## config.mk

```make
export PLATFORM = sky130hd
export DESIGN_NAME = matrix_fb_ctrl
export DESIGN_NICKNAME = d
export VERILOG_FILES = /design/src/rtl/matrix_pkg.sv /design/src/rtl/matrix_sync2.sv /design/src/rtl/matrix_fb_ctrl.sv
export SDC_FILE = /design/constraint.sdc
export NUM_CORES = 1
export LEC_CHECK = 0
export ABC_AREA = 1
export CORE_UTILIZATION = 46
export CTS_BUF_LIST = sky130_fd_sc_hd__clkbuf_16
export DETAILED_ROUTE_END_ITERATION = 16
export HOLD_SLACK_MARGIN = 0.12
export PLACE_DENSITY = 0.8
export SYNTH_ARGS = -nofsm -noshare
export SYNTH_HDL_FRONTEND = slang
export SYNTH_SLANG_ARGS = --single-unit
```

## constraint.sdc

```tcl
create_clock -name clk -period 1.8 [get_ports clk]
set_clock_uncertainty 0.05 [all_clocks]
set_input_delay 0.36 -clock clk [delete_from_list [all_inputs] [get_ports clk]]
set_output_delay 0.36 -clock clk [all_outputs]
set_load 0.05 [all_outputs]
```

## src/rtl/matrix_pkg.sv

```systemverilog
// matrix_pkg: shared constants, controller state encoding and the
// framebuffer address map for the 96x32 LED matrix driver.
package matrix_pkg;

  localparam int MATRIX_COLS = 96;
  localparam int MATRIX_ROWS = 32;

  typedef enum logic [1:0] {
    ST_IDLE = 2'd0,
    ST_FILL = 2'd1,
    ST_SWAP = 2'd2
  } matrix_state_t;

  // Framebuffer address map: {bank, x[7], y[4], y[3:0], x[6:0]}.
  // y[4] selects the hi/lo panel memory, so rows must be exactly 32.
  function automatic logic [13:0] matrix_wr_addr(input logic       bank,
                                                 input logic [7:0] x,
                                                 input logic [4:0] y);
    return {bank, x[7], y[4], y[3:0], x[6:0]};
  endfunction

endpackage

```

## src/rtl/matrix_sync2.sv

```systemverilog
// matrix_sync2: two-flop synchroniser for a single level signal, reset to 0.
module matrix_sync2 (
  input  logic clk,
  input  logic rst,
  input  logic d,
  output logic q
);

  logic meta;

  // Shift the asynchronous level through two flops.
  always_ff @(posedge clk or posedge rst) begin
    if (rst) begin
      meta <= 1'b0;
      q    <= 1'b0;
    end else begin
      meta <= d;
      q    <= meta;
    end
  end

endmodule

```

## src/rtl/matrix_fb_ctrl.sv

```systemverilog
// matrix_fb_ctrl: framebuffer write-port arbiter between the host pixel
// stream and the fill engine, plus double-buffer swap sequencing.
// Optional macro MATRIX_AUTO_CLEAR_EN: every completed swap queues a
// black (12'h000) fill of the new back buffer.
//
// Host handshake: a pixel is transferred on a rising clk edge where
// px_valid && px_ready are both high; px_ready never depends on px_valid
// in the same cycle, and the write (or err_oob) appears the cycle after.
module matrix_fb_ctrl
  import matrix_pkg::*;
#(
  parameter int COLS = MATRIX_COLS,
  parameter int ROWS = MATRIX_ROWS
) (
  input  logic        clk,
  input  logic        rst,
  input  logic        px_valid,
  output logic        px_ready,
  input  logic [6:0]  px_x,
  input  logic [4:0]  px_y,
  input  logic [11:0] px_rgb,
  input  logic        fill_start,
  input  logic [11:0] fill_rgb,
  output logic        fill_busy,
  input  logic        swap_req,
  output logic        swap_done,
  output logic        err_oob,
  output logic        wr,
  output logic [13:0] wr_addr,
  output logic [11:0] wr_data,
  output logic        buffer_select,
  input  logic        buffer_current
);

  localparam logic [7:0] X_LIMIT = 8'(COLS);
  localparam logic [7:0] X_LAST  = 8'(COLS - 1);
  localparam logic [4:0] Y_LAST  = 5'(ROWS - 1);

  matrix_state_t state, state_n;
  logic          fill_pend, fill_pend_n;
  logic          swap_pend, swap_pend_n;
  logic [11:0]   fill_color, fill_color_n;
  logic [7:0]    fx, fx_n;
  logic [4:0]    fy, fy_n;
  logic          bsel_n;
  logic          wr_n;
  logic [13:0]   addr_n;
  logic [11:0]   data_n;
  logic          err_n;
  logic          ready_n;
  logic          bc_sync;
  logic          bb;
  logic          px_accept;

  matrix_sync2 u_sync (
    .clk (clk),
    .rst (rst),
    .d   (buffer_current),
    .q   (bc_sync)
  );

  assign bb        = ~buffer_select;
  assign px_accept = px_valid && px_ready;
  assign fill_busy = (state == ST_FILL) || fill_pend;

  // State and registered outputs.
  always_ff @(posedge clk or posedge rst) begin
    if (rst) begin
      state         <= ST_IDLE;
      fill_pend     <= 1'b0;
      swap_pend     <= 1'b0;
      fill_color    <= 12'h000;
      fx            <= 8'd0;
      fy            <= 5'd0;
      buffer_select <= 1'b0;
      wr            <= 1'b0;
      wr_addr       <= 14'h0000;
      wr_data       <= 12'h000;
      err_oob       <= 1'b0;
      px_ready      <= 1'b0;
    end else begin
      state         <= state_n;
      fill_pend     <= fill_pend_n;
      swap_pend     <= swap_pend_n;
      fill_color    <= fill_color_n;
      fx            <= fx_n;
      fy            <= fy_n;
      buffer_select <= bsel_n;
      wr            <= wr_n;
      wr_addr       <= addr_n;
      wr_data       <= data_n;
      err_oob       <= err_n;
      px_ready      <= ready_n;
    end
  end

  // Next-state logic: host write > fill > swap when the port is contended.
  always_comb begin
    state_n      = state;
    fill_pend_n  = fill_pend;
    swap_pend_n  = swap_pend;
    fill_color_n = fill_color;
    fx_n         = fx;
    fy_n         = fy;
    bsel_n       = buffer_select;
    wr_n         = 1'b0;
    addr_n       = wr_addr;
    data_n       = wr_data;
    err_n        = 1'b0;
    swap_done    = 1'b0;

    case (state)
      ST_IDLE: begin
        if (fill_start) begin
          fill_pend_n  = 1'b1;
          fill_color_n = fill_rgb;
        end
        if (swap_req) swap_pend_n = 1'b1;

        if (px_accept) begin
          // A host pixel owns this cycle's write slot; a same-cycle fill
          // stays pending and starts on the next cycle.
          if ({1'b0, px_x} < X_LIMIT) begin
            wr_n   = 1'b1;
            addr_n = matrix_wr_addr(bb, {1'b0, px_x}, px_y);
            data_n = px_rgb;
          end else begin
            err_n = 1'b1;
          end
        end else if (fill_pend_n) begin
          // Pixel (0,0) is written on the first FILL cycle.
          state_n     = ST_FILL;
          fill_pend_n = 1'b0;
          fx_n        = 8'd0;
          fy_n        = 5'd0;
          wr_n        = 1'b1;
          addr_n      = matrix_wr_addr(bb, 8'd0, 5'd0);
          data_n      = fill_color_n;
        end

        // Swaps wait behind any fill; no port conflict with a host write.
        if (state_n == ST_IDLE && !fill_pend_n && swap_pend_n) begin
          bsel_n      = ~buffer_select;
          swap_pend_n = 1'b0;
          state_n     = ST_SWAP;
        end
      end

      ST_FILL: begin
        if (swap_req) swap_pend_n = 1'b1;
        // fx/fy hold the pixel on the port this cycle.
        if (fx == X_LAST && fy == Y_LAST) begin
          state_n = ST_IDLE;
        end else begin
          if (fx == X_LAST) begin
            fx_n = 8'd0;
            fy_n = fy + 5'd1;
          end else begin
            fx_n = fx + 8'd1;
          end
          wr_n   = 1'b1;
          addr_n = matrix_wr_addr(bb, fx_n, fy_n);
          data_n = fill_color;
        end
      end

      ST_SWAP: begin
        if (fill_start) begin
          fill_pend_n  = 1'b1;
          fill_color_n = fill_rgb;
        end
        if (bc_sync == buffer_select) begin
          swap_done = 1'b1;
          state_n   = ST_IDLE;
`ifdef MATRIX_AUTO_CLEAR_EN
          fill_pend_n  = 1'b1;
          fill_color_n = 12'h000;
`endif
        end
      end

      default: begin
        state_n = ST_IDLE;
      end
    endcase

    ready_n = (state_n == ST_IDLE) && !swap_pend_n && !fill_pend_n;
  end

endmodule
```

==> results.txt, run 1 <==
Outcome -> finished clean
Main combinational cell family by area after synthesis -> simple AND/OR/NAND/NOR gates
Worst-path fanout max -> 3
H-tree levels -> 3
Logic pwr share -> 54.9%
Number of routed nets with antenna violations -> 0
RD Place Congestion -> 0.883
Yosys reg bits -> 61
Synth Area in XOR/XNOR -> 0.532%
Die height -> 86.6 microns
GRT overflow -> 0
IO Count -> 74
Commonest non-fill, non-tap cell in the layout -> nand2_1
Number of global-route vias before repair -> 3232
Clock tree sinks -> 61
Setup slack, reg-to-reg -> 0.11 ns
Slowest cell delay on critical path -> 0.41 ns
Die area -> 0.00750 sq mm
Yosys warning total -> 0
Root buffer cell -> clkbuf_16
Bufs and invs on worst path -> 2
CTS Hold Bufs -> 0
FP Rows -> 30
Slowest-stage cell, CP -> dfrtp_1
Adder-Cell Fraction of Synth Area -> 1.14%
Fin util -> 65.3%
Post-synthesis mux area share -> 1.52%
Total core area -> 0.00687 sq mm
CTS buffer count -> 9
First-pass GRT wire length -> 14.7 mm
Hold WS -> 0.277 ns
Average wire per standard cell -> 14.3 microns
WP depth -> 4
Worst setup path startpoint -> buffer_select
Fin crit share -> 96.5%
Pint -> 4.33 mW
Routed vias/inst -> 5.19
LEAKAGE -> 2.26 nW
Initial DRC Count -> 209
Synth Area in Simple Gates -> 31.9%
Worst flop-to-flop path startpoint -> fx[0]
Residual DRC count -> 0
Most frequent cells in the layout -> 131 x nand2_1, 60 x dfrtp_1, 53 x buf_4
CP Class -> reg2out
Share of cells above drive strength 1 -> 21.7%
Clock Tree Buf Depth -> 2
Nets@finish -> 547
CTS tree -> yes
Overall Power -> 8.24 mW
Syn avg cell area -> 8.07 sq um
Number of port buffers -> 73
RSZ-0062 raised after global routing -> no
Vias -> 3130
TNS Setup -> 0 ns
Final HPWL DP -> 5.80 mm
Critical path cell sequence -> xnor2_1 -> inv_1 -> nor2_2 -> buf_12
CP top delay family -> flip-flops
Final Max Tran Viols -> 0
Worst reg-to-reg path cell count -> 8
Max_cap viols -> 0
Nature of the critical path endpoint -> primary output
Clock-pin slew on the worst setup and hold paths -> 0.05 ns
CP endpoint -> swap_done
Compound-gate portion of the synthesized area -> 10.6%
Min cycle time layout -> 1.74 ns
WP data required -> 1.39 ns
Clk Latency, worst-skew pair -> 0.32 ns
Clock Power Share -> 17.8%
GRT Overall Usage -> 25.6%
Setup crit start kind -> flip-flop
Synthesized area -> 0.00329 sq mm
Highest Clock Rate -> 576 MHz
Syn nets -> 453
Antenna diodes -> 0
Tightest Hold Check Type -> in2async
PwrDens -> 1840 mW/mm^2
Starting density of the core -> 48.0%
Pin count of the biggest net entering global routing -> 54
Routed WL -> 8.61 mm
Post-synthesis sequential area ratio -> 46.3%
Die width -> 86.6 microns
Initial antenna violation count -> 0
Maximum vdd drop -> 0.00182 V
Worst-Margin Slew -> 0.301 ns
Synth unique cells -> 33
Slew headroom -> 79.8%
Endpoints failing setup -> 0
Switch Pwr -> 3.91 mW
Sequential share of power -> 27.4%
FF-to-FF End -> wr_data[10]
Hold Fails Final Rpt -> 0
Gate Count Post-Synth -> 408
DRT Pass-1 Iters -> 5
Area grow syn2layout -> 36.2%
Critical Path AT -> 1.33 ns
Switching share of total power -> 47.5%
[per-stage QoR]
step | setup WS, ns | cell area [sq um] | cells
floorplan | 0.0662 | 3300 | 408
global placement | -0.123 | 4190 | 585
detailed placement | -0.202 | 4190 | 585
CTS | 0.0240 | 4460 | 603
global route | 0.00142 | 4490 | 603
finish | 0.0628 | 4490 | 603
[kinds of logic (layout without fill, tap and decap cells)]
logic type                 count (synthesis)  after routing
AOI/OAI and AO/OA                         58             58
adders and majority gates                  3              3
xor gates and xnor gates                   2              2
and+or+nand+nor                          228            228
DFF                                       61             61
buffers and inverters                     51            150
muxes                                      5              5
[metal layers]
| layer | global-route usage (%) | wire, microns | up-vias |
|---|---|---|---|
| met5 | 0 | 0 | - |
| met4 | 12.3 | 217 | 0 |
| met3 | 3.90 | 503 | 23 |
| met2 | 43.7 | 4160 | 117 |
| met1 | 31.9 | 3720 | 1469 |
| li1 | - | - | 1521 |
[power groups by stage]
stage / logic [mW] / clock network, mW / registers, mW
after global routing: 4.94 / 1.54 / 2.31
after global placement: 4.24 / 0 / 2.26
after CTS: 4.43 / 1.47 / 2.25
after floorplan: 2.33 / 0 / 3.06
final: 4.52 / 1.46 / 2.26
after detailed placement: 4.34 / 0 / 2.27
[how the worst min path moves through the flow]
stage | to | slack, ns | cells past startpoint
after floorplan | u_sync.q | 0.28 | 0
after global placement | u_sync.q | 0.29 | 0
after detailed placement | u_sync.q | 0.30 | 0
after CTS | wr | 0.28 | 2
after global routing | wr | 0.30 | 2
final | wr_data[8] | 0.28 | 2
[timing repair]
action / in CTS / in global routing
setup endpoints to repair: 1 / 35
buffers inserted: 2 / 0
gates resized for setup: 1 / 6
[state kept, by name, indices dropped and copies added, names as in the netlist]
signal / cells
wr_addr: 14
err_oob: 1
fy: 5
u_sync.q: 1
u_sync.meta: 1
wr: 1
buffer_select: 1
wr_data: 12
fx: 8
px_ready: 1
state: 2
fill_color: 12
fill_pend: 1
swap_pend: 1
[cells in the mapped netlist (all sizes together)]
library cell,count,area share [%]
xnor2,1,0.27
o21ai,37,6.4
or2,2,0.38
o22ai,10,1.9
nor3,1,0.15
mux2i,5,1.5
nor2,33,4.4
nand2,137,17
nand4,5,0.95
a21oi,9,1.4
buf,14,3.8
nand3b,2,0.46
clkbuf,3,0.34
and2,1,0.19
dfrtp,61,46
a22oi,1,0.23
ha,3,1.1
o211ai,1,0.65
xor2,1,0.27
nand3,47,8.5
inv,34,3.9
[layout make-up]
| cell class | count | area [sq um] |
|---|---|---|
| flip-flops and latches | 61 | 1530 |
| fillers | 574 | 2380 |
| repair buffers | 100 | 920 |
| clock buffers | 9 | 225 |
| inverters | 34 | 131 |
| multi-input cells | 296 | 1530 |
| well taps | 96 | 120 |
| clock inverters | 7 | 28.8 |
Power figures use the tool's default switching activity.
==> inputs of run 2 (changes only) <==
CORE_UTILIZATION = 51   (was 46)
PLACE_DENSITY = 0.84   (was 0.8)
clock period = 1.6 ns   (was 1.8 ns; I/O delays follow)
==> results.txt, run 2 (synthesis results as in run 1) <==
Maximum vdd drop -> 0.00184 V
Sequential share of power -> 22.8%
Critical path cell sequence -> ha_2 -> nand2_2 -> nor2_4 -> ha_4 -> nand2_8 -> nand2_8 -> nand2_8 -> o21ai_0
Slowest-stage cell, CP -> dfrtp_1
Number of routed nets with antenna violations -> 0
Clock tree sinks -> 61
Logic pwr share -> 63.2%
Commonest non-fill, non-tap cell in the layout -> nand2_1
PwrDens -> 2290 mW/mm^2
Clock Power Share -> 14.0%
Vias -> 4010
Slowest cell delay on critical path -> 0.39 ns
Place WS -> -0.318 ns
Number of port buffers -> 73
Setup crit start kind -> flip-flop
Routed WL -> 14.3 mm
Largest Register -> wr_addr
GRT Overall Usage -> 35.3%
Average wire per standard cell -> 23.3 microns
Clk Latency, worst-skew pair -> 0.33 ns
Outcome -> finished with violations
CP top delay family -> simple AND/OR/NAND/NOR gates
Clock-pin slew on the worst setup and hold paths -> 0.05 ns
Routing usage on met1 -> 40.4%
Residual DRC count -> 0
Highest Clock Rate -> 551 MHz
Met2 usage -> 61.4%
Total core area -> 0.00606 sq mm
Min cycle time layout -> 1.82 ns
Worst-Margin Slew -> 0.390 ns
First-pass GRT wire length -> 17.5 mm
Pin count of the biggest net entering global routing -> 62
Slew headroom -> 73.7%
Final Max Tran Viols -> 0
Switching share of total power -> 49.1%
Final HPWL DP -> 6.30 mm
H-tree levels -> 3
Biggest registers after layout -> wr_addr (14), fill_color (12), wr_data (12)
Bufs and invs on worst path -> 0
Nets@finish -> 577
CTS buffer count -> 9
DRT Pass-1 Iters -> 5
Number of global-route vias before repair -> 3628
Die height -> 82.4 microns
Fin crit share -> 113%
Die width -> 82.4 microns
Share of cells above drive strength 1 -> 33.0%
CP most frequent cell -> nand2_8
FP Rows -> 28
Critical Path AT -> 1.97 ns
Initial antenna violation count -> 0
Most frequent cells in the layout -> 120 x nand2_1, 59 x dfrtp_1, 42 x buf_4
RD Place Congestion -> 0.909
Starting density of the core -> 54.4%
Nature of the critical path endpoint -> flip-flop
CTS tree -> yes
Clock Tree Buf Depth -> 2
Antenna diodes -> 0
Fill count -> 245
Pint -> 6.27 mW
Hold Fails Final Rpt -> 0
Endpoints failing setup -> 42
Tightest Hold Check Type -> reg2reg
Placed instance area -> 0.00461 sq mm
Root buffer cell -> clkbuf_16
LEAKAGE -> 2.53 nW
Area grow syn2layout -> 63.0%
Failing checks -> setup timing
Switch Pwr -> 6.05 mW
Routed vias/inst -> 6.55
IO Count -> 74
GRT overflow -> 0
Most Crowded Layer GR -> met2
RSZ-0062 raised after global routing -> yes
Met3 Use GR -> 8.02%
Final worst-path setup slack -> -0.215 ns
CTS Hold Bufs -> 0
Max reg flops -> 14
Initial DRC Count -> 627
WP data required -> 1.75 ns
Worst-path fanout max -> 8
CP Class -> reg2reg
Die area -> 0.00678 sq mm
Max_cap viols -> 0
Design area -> 0.00537 sq mm
run 2: cell types whose count changed in the layout (fill, tap and decap cells not counted), moves of 9 or more:
cell | before | now
buf_4 | 53 | 42
buf_12 | 5 | 34
nand2_1 | 131 | 120
nand3_1 | 38 | 21
nand3_2 | 9 | 22
nand2_2 | 2 | 11
run 2: metal layers:
layer,share of wire (%),vias up
li1,-,1586
met1,33,1864
met2,47,419
met3,12,141
met4,8.3,0
met5,0,-
run 2: area by class of cell:
cell class	count	area, sq um	area share, %
well taps	75	93.8	1.75
clock inverters	7	27.5	0.512
inverters	34	134	2.49
clock buffers	9	225	4.19
flip-flops and latches	61	1530	28.5
multi-input cells	301	1850	34.4
repair buffers	125	1520	28.2
run 2: final timing paths:
path                              from         end  slack [ns]  depth (start not counted)
max                              fy[1]       fx[6]       -0.22                          8
min                        u_sync.meta    u_sync.q        0.31                          0
max reg2reg                      fy[1]       fx[6]       -0.22                          8
min reg2reg                u_sync.meta    u_sync.q        0.31                          0
max in group asynchronous          rst    state[0]        0.83                          3
min in group asynchronous          rst  wr_data[3]        0.38                          3
run 2: what timing repair did:
item	in CTS	in global routing
buffers inserted	7	6
endpoints found under the setup margin	38	42
gates cloned	4	2
gates resized for setup	13	59
pin swaps	9	36
run 2: through the flow:
stage	TNS [ns]	utilization [%]	std cells	hold slack, ns	power (mW)
6_report	-2.72	88.6	612	0.309	12.3
5_1_grt	-4.61	88.6	612	0.328	12.7
4_1_cts	-0.101	82.9	604	0.307	10.7
3_5_place_dp	-9.75	76.1	577	0.290	8.43
3_3_place_gp	-6.90	76.1	577	0.292	8.24
2_1_floorplan	-0.0706	-	408	0.281	6.09
run 2: worst register-to-register path: cells and delay by family, from the launching register on:
kind | cells | cell delay, ns
and+or+nand+nor | 5 | 0.56
AOI/OAI and AO/OA | 1 | 0.32
DFF | 1 | 0.39
adders and majority gates | 2 | 0.38
run 2: power groups by stage:
stage	clock (mW)	combinational (mW)	sequential [mW]
floorplan	0	2.64	3.45
global placement	0	5.56	2.68
detailed placement	0	5.73	2.70
CTS	1.66	6.40	2.69
global route	1.77	8.06	2.84
finish	1.72	7.79	2.81
